$ cat src/rtl/mem_port_arbiter.sv
// rtl/mem_port_arbiter.sv - shares one single-ported memory between fetch and load/store masters
// Define MEM_ARB_LS_PRIO_EN for fixed load/store priority; default build is round-robin.
module mem_port_arbiter #(
  parameter int ADDR_W  = 32,
  parameter int DATA_W  = 32,
  parameter int MEM_LAT = 1
) (
  input  logic              clk,
  input  logic              rst_n,
  input  logic              if_req,
  input  logic [ADDR_W-1:0] if_addr,
  output logic              if_gnt,
  output logic              if_rvalid,
  output logic [DATA_W-1:0] if_rdata,
  input  logic              ls_req,
  input  logic              ls_we,
  input  logic [ADDR_W-1:0] ls_addr,
  input  logic [DATA_W-1:0] ls_wdata,
  output logic              ls_gnt,
  output logic              ls_rvalid,
  output logic [DATA_W-1:0] ls_rdata,
  output logic              mem_req,
  output logic              mem_we,
  output logic [ADDR_W-1:0] mem_addr,
  output logic [DATA_W-1:0] mem_wdata,
  input  logic [DATA_W-1:0] mem_rdata,
  output logic              busy
);

  localparam logic [1:0] S_IDLE  = 2'd0;
  localparam logic [1:0] S_ISSUE = 2'd1;
  localparam logic [1:0] S_WAIT  = 2'd2;
  localparam logic [1:0] S_RESP  = 2'd3;
  localparam int CNT_W = $clog2(MEM_LAT + 1);

  logic [1:0]        state_q, state_d;
  logic [CNT_W-1:0]  cnt_q;
  logic              win_ls_q, win_we_q;
  logic              if_gnt_q, ls_gnt_q, if_rvalid_q, ls_rvalid_q;
  logic              mem_req_q, mem_we_q, busy_q;
  logic [ADDR_W-1:0] mem_addr_q;
  logic [DATA_W-1:0] mem_wdata_q, if_rdata_q, ls_rdata_q;
  logic              any_req, arb_en, pick_ls;
  logic [ADDR_W-1:0] sel_addr;

  assign any_req  = if_req | ls_req;
  assign arb_en   = (state_q == S_IDLE) || (state_q == S_RESP);
  assign sel_addr = (pick_ls ? ls_addr : if_addr) & ~ADDR_W'(3);

`ifdef MEM_ARB_LS_PRIO_EN
  assign pick_ls = ls_req;
`else
  // last_ls_q records who won the previous arbitration; the other master wins a tie.
  logic last_ls_q;
  assign pick_ls = ls_req & (~if_req | ~last_ls_q);

  always_ff @(posedge clk or negedge rst_n) begin
    if (!rst_n)                 last_ls_q <= 1'b0;
    else if (arb_en && any_req) last_ls_q <= pick_ls;
  end
`endif

  always_comb begin
    state_d = state_q;
    case (state_q)
      S_IDLE:  if (any_req) state_d = S_ISSUE;
      S_ISSUE: state_d = S_WAIT;
      S_WAIT:  if (cnt_q == '0) state_d = S_RESP;
      default: state_d = any_req ? S_ISSUE : S_IDLE;
    endcase
  end

  always_ff @(posedge clk or negedge rst_n) begin
    if (!rst_n) begin
      state_q     <= S_IDLE;
      cnt_q       <= '0;
      win_ls_q    <= 1'b0;
      win_we_q    <= 1'b0;
      if_gnt_q    <= 1'b0;
      ls_gnt_q    <= 1'b0;
      if_rvalid_q <= 1'b0;
      ls_rvalid_q <= 1'b0;
      mem_req_q   <= 1'b0;
      mem_we_q    <= 1'b0;
      busy_q      <= 1'b0;
      mem_addr_q  <= '0;
      mem_wdata_q <= '0;
      if_rdata_q  <= '0;
      ls_rdata_q  <= '0;
    end else begin
      state_q     <= state_d;
      busy_q      <= (state_d != S_IDLE);
      if_gnt_q    <= 1'b0;
      ls_gnt_q    <= 1'b0;
      if_rvalid_q <= 1'b0;
      ls_rvalid_q <= 1'b0;
      mem_req_q   <= 1'b0;
      mem_we_q    <= 1'b0;
      // Grant and memory strobe are registered, so they appear in the ISSUE cycle.
      if (arb_en && any_req) begin
        win_ls_q    <= pick_ls;
        win_we_q    <= pick_ls & ls_we;
        if_gnt_q    <= ~pick_ls;
        ls_gnt_q    <= pick_ls;
        mem_req_q   <= 1'b1;
        mem_we_q    <= pick_ls & ls_we;
        mem_addr_q  <= sel_addr;
        mem_wdata_q <= pick_ls ? ls_wdata : '0;
      end
      if (state_q == S_ISSUE) cnt_q <= CNT_W'(MEM_LAT - 1);
      if (state_q == S_WAIT) begin
        if (cnt_q == '0) begin
          if (win_ls_q) begin
            ls_rvalid_q <= 1'b1;
            ls_rdata_q  <= win_we_q ? '0 : mem_rdata;
          end else begin
            if_rvalid_q <= 1'b1;
            if_rdata_q  <= mem_rdata;
          end
        end else begin
          cnt_q <= cnt_q - 1'b1;
        end
      end
    end
  end

  assign if_gnt    = if_gnt_q;
  assign ls_gnt    = ls_gnt_q;
  assign if_rvalid = if_rvalid_q;
  assign ls_rvalid = ls_rvalid_q;
  assign if_rdata  = if_rdata_q;
  assign ls_rdata  = ls_rdata_q;
  assign mem_req   = mem_req_q;
  assign mem_we    = mem_we_q;
  assign mem_addr  = mem_addr_q;
  assign mem_wdata = mem_wdata_q;
  assign busy      = busy_q;

endmodule

$ cat config.mk
export PLATFORM = sky130hd
export DESIGN_NAME = mem_port_arbiter
export DESIGN_NICKNAME = d
export VERILOG_FILES = /design/src/rtl/mem_port_arbiter.sv
export SDC_FILE = /design/constraint.sdc
export NUM_CORES = 1
export LEC_CHECK = 0
export BUFFER_PORTS_ARGS = -buffer_cell sky130_fd_sc_hd__buf_2
export CAP_MARGIN = 20
export CORE_ASPECT_RATIO = 1.75
export CORE_MARGIN = 4
export CORE_UTILIZATION = 25
export CTS_CLUSTER_SIZE = 10
export DETAILED_ROUTE_END_ITERATION = 10
export MAX_ROUTING_LAYER = met4
export PLACE_DENSITY = 0.55
export REMOVE_ABC_BUFFERS = 1
export SETUP_SLACK_MARGIN = 0.15
export SYNTH_ARGS = -nofsm -noshare
export SYNTH_HDL_FRONTEND = slang
export SYNTH_SLANG_ARGS = --single-unit
$ cat constraint.sdc
create_clock -name clk -period 1.8 [get_ports clk]
set_input_delay 0.36 -clock clk [delete_from_list [all_inputs] [get_ports clk]]
set_output_delay 0.36 -clock clk [all_outputs]
set_load 0.005 [all_outputs]
# Word-level counts from Yosys, hierarchy flattened
# Cells that the tools add are included.
# Widths: inputs -> output; s select.
# classes
addsub	1
multipliers	0
div_mod_pow	0
order_cmp	0
eq_ne	3
shifts	0
mux	20
bitwise	8
n_reduce_logical	6
# ops
operator	n
$mux 32	3
$mux 1	14
$pmux 2 s3	1
$reduce_and 3->1	2
$eq 2x2->1 const B	2
$mux 2	2
$not 1->1	4
$and 1x1->1	2
$eq 2x1->1 const B	1
$logic_not 2->1	1
$or 1x1->1	2
$reduce_bool 2->1	1
$logic_and 1x1->1	1
$logic_or 1x1->1	1
$sub 1x1->1 const B	1
# totals
reg_bits	138
latch_bits	0
mem_bits_rw	0
rom_bits	0
input_bits	133
output_inout_bits	135
elab_cells	53
n_memories	0

# Longest topological paths before layout
# logic_depth
word_depth	5
ltp_mapped	7
mapped_depth_nobuf	5

# Worst setup path after synthesis
# Ideal clock, no wire load.
# synth_timing
path_kind	reg-to-reg
start	reg state_q[0]
end	reg mem_addr_q[29] (netlist: mem_addr[29])
setup_ns	0.126
t_arrival_ns	1.614
required_time_ns	1.674
setup_slack_ns	0.060
path_stages_with_launch	8
path_buffers	2
synth_period_minus_slack_ns	1.740
cell_sequence	dfrtp_1 -> inv_1 -> ha_1 -> o21bai_1 -> buf_2 -> buf_4 -> and2_0 -> a221o_1
# synth_via
elab_chain_cells	3
word_cells_on_any_way	4
cone_classes	eq/ne (1); reduce/logical (3)
# synth_rtl
element	line	rtl
from (decl)	36	logic [1:0] state_q, state_d;
from (signal assigned)	91	state_q <= state_d;
$eq 2x2->1 or $logic_not 2->1 (tied branches)	47	assign arb_en = (state_q == S_IDLE) || (state_q == S_RESP);
$logic_or 1x1->1 (*)	47	
$logic_and 1x1->1 (*)	100	if (arb_en && any_req) begin
to (signal assigned)	107	mem_addr_q <= sel_addr;
to (decl)	41	logic [ADDR_W-1:0] mem_addr_q;
# Mark *: on every way between the ends. The rest lies on a longest branch, timed or not.
# A chain may end at the register's enable or synchronous reset.

# Worst setup path after layout
# layout_timing
start	reg state_q[0]
end	reg mem_addr_q[9] (netlist: mem_addr[9])
# The elaborated chain is that of the path after synthesis.

==> results.md <==
* Status: finished clean
* Fin. max-slew vios at 0
* Setup Skew at between 7 and 8 ps
* Synthesis Warnings at 0
* Maxcap violations at 0
* Rel. slew slack at 64.2%
* Min-Delay Path Depth at 2
* Sink Count at around 140
* Vias per cell at 4.34
* Seq cells post-synth at between 100 and 150
* Placeable core area at ~21000 sq um
* Largest net degree at the start of global routing at between 60 and 70
* Ys flop type: dfrtp_1
* Worst Setup Path Type: reg2reg
* # IOs at about 270
* Share of layout cells above drive strength 1 at 50.4%
* Reg2reg end: mem_addr[9]
* DP Wirelength at 11400 microns
* Worst setup EP type: flip-flop
* P_leak at between 0.004 and 0.005 uW
* Crit path launch type: flip-flop
* Post-synthesis cell type count at 28
* Vias at about 4300
* Initial Util at 25.3%
* Hold Vio Cnt, Final at 0
* Critical Path RT at ~2100 ps
* WHS Endpoint: mem_wdata[13]
* GPL Wtd Cong at around 0.77
* Nets at around 830
* Input/output buffers at around 260
* R2R Setup Slk at 110 ps
* Clock Latency Late Sink at 410 ps
* Global-route usage over all layers at 14.2%
* DRT antenna net count at 0
* PnR worst setup slack at 109 ps
* Crit-path max FO at 15
* Worst-Margin Slew at around 540 ps
* Vias in the first global route at between 4000 and 5000
* CTS tree: yes
* Fillcell total at roughly 2200
* Die ar. at 24300 sq um
* Clk buf depth at 2
* Asr flop ratio synth at 100%
* Total iterations of the first detailed-routing run at 4
* Cells after synthesis at 416
* Fmax at about 0.6 GHz
* Most common cell after layout, fill and taps aside: buf_2
* First-pass GRT wire length at between 20000 and 30000 microns
* Final setup viols at 0
* Setup slack at placement at -102 ps
* # DRC at 0
* Initial antenna violation count at 1
* Congestion Overflow GR at 0
* Hold Crit Start: ls_wdata[13]
* Sequential fraction of the synthesis area at a little under two thirds
* Clk slew on worst S/H paths at approximately 60 ps
* Worst hold-check path type: in2reg
* Die Y at ~200 microns
* Final core utilization at a little under two fifths
* CTS H-tree lvls at 4
* CTS root buf: clkbuf_16
* Worst flop-to-flop path startpoint: state_q[0]
* RSZ-0062 raised after global routing: true
* Fin crit share at between 90 and 100%
* Worst reg2reg path depth at 7
* Layout area overhead at 47.2%
* Final setup TNS at 0 ps
* Number of synthesized flops with an enable pin at 0
* Commonest cells after routing, fill and taps aside: buf_2 (260), dfrtp_1 (138), nand2_1 (33), a22o_1 (33)
* Per-cell routed wire length at roughly 17 microns
* # rows at approximately 70
* Worst EP arrival at approximately 2000 ps
* Maximum vdd drop at slightly below 700 uV
* Drt initial violations at approximately 200
* Pwr per Cell Area at between 1500 and 2000 nW/um^2
* Syn avg cell area at 13.1 sq um
* Post-Syn Area at 5440 sq um
* Die Wd at 119 microns
* Final min period at around 1700 ps
* CTS buffer count at 17
* Post-Route WL at ~17000 microns
-- cell families after synthesis --
group / synth area share [%]
fa+ha+maj: 0.921
other cells: 0.0690
buf+inv: 3.75
mux: 6.63
simple gates: 10.3
flops: 63.5
compound gates: 14.8
-- critical path, stage by stage, from the launching register on --
cell and delay, ps:
dfrtp_1 360, inv_2 60, ha_4 300, buf_6 110, a211oi_4 40, buf_6 170
clkbuf_16 180, a221o_1 350
-- Yosys cell counts, types with 3 or more instances --
cell	n	share of area, %
nand2b_1	32	3.7
a221o_1	30	5.5
ha_1	4	0.92
buf_2	16	1.5
inv_1	7	0.48
mux2_1	3	0.62
buf_4	6	0.83
dfrtp_1	138	64
mux2_2	29	6.0
nand2_1	33	2.3
and2_1	29	3.3
a22o_1	33	5.3
clkbuf_1	8	0.55
o21ai_0	32	2.9
-- per-layer routing --
| layer | track usage [%] | share of wire, % | vias up |
|---|---|---|---|
| li1 | - | - | 2033 |
| met4 | 5.16 | 1.4 | 0 |
| met5 | - | 0 | - |
| met1 | 15.6 | 38 | 2114 |
| met3 | 2.84 | 5.3 | 12 |
| met2 | 25.4 | 55 | 169 |
-- state kept, by name, indices dropped and copies added, names as in the netlist --
name and count:
mem_addr 30, ls_rvalid 1, mem_we 1, cnt_q 1, if_rvalid 1, if_gnt 1
mem_req 1, ls_rdata 32, if_rdata 32, ls_gnt 1, state_q 2, busy 1
win_we_q 1, win_ls_q 1, mem_wdata 32
-- worst max path at each step --
stage	from	slack, ps	to
after floorplan	state_q[0]	-1400	mem_addr[10]
after global placement	if_req	-70	mem_wdata[8]
after detailed placement	if_req	-100	mem_wdata[6]
after CTS	state_q[0]	130	mem_addr[6]
after global routing	state_q[0]	40	if_rdata[20]
final	state_q[0]	110	mem_addr[9]
-- area by class of cell --
type	instances	area, sq um	area share (%)
sequential	138	3450	43.2
multi-input combinational	242	1850	23.2
timing repair buffer	286	1690	21.1
clock buffer	18	439	5.49
tap	292	365	4.57
clock inverter	14	170	2.13
inverter	7	26.3	0.328
antenna	1	2.50	0.0313
-- power breakdown --
group	internal (uW)	total, uW	switching [uW]
Clock	2220	3620	1390
Sequential	4550	5230	677
Combinational	3420	6400	2970
Total	10200	15200	5040
-- stage by stage --
step	hold WS (ps)	instance area, sq um	total power, uW	instances
floorplan	64.4	5260	8220	385
global placement	316	7190	11100	955
detailed placement	314	7190	11200	955
CTS	133	7940	15400	995
global route	144	8000	16300	998
finish	159	8000	15200	998
-- what timing repair did --
action,in CTS,in global routing
gates resized for setup,8,1
setup buffers,3,0
endpoints found under the setup margin,93,96
pin swaps,0,4
hold buffers,1,0
cloned,4,2
hold endpoints to repair,35,0
No activity file was read; power rests on OpenSTA's default activity.
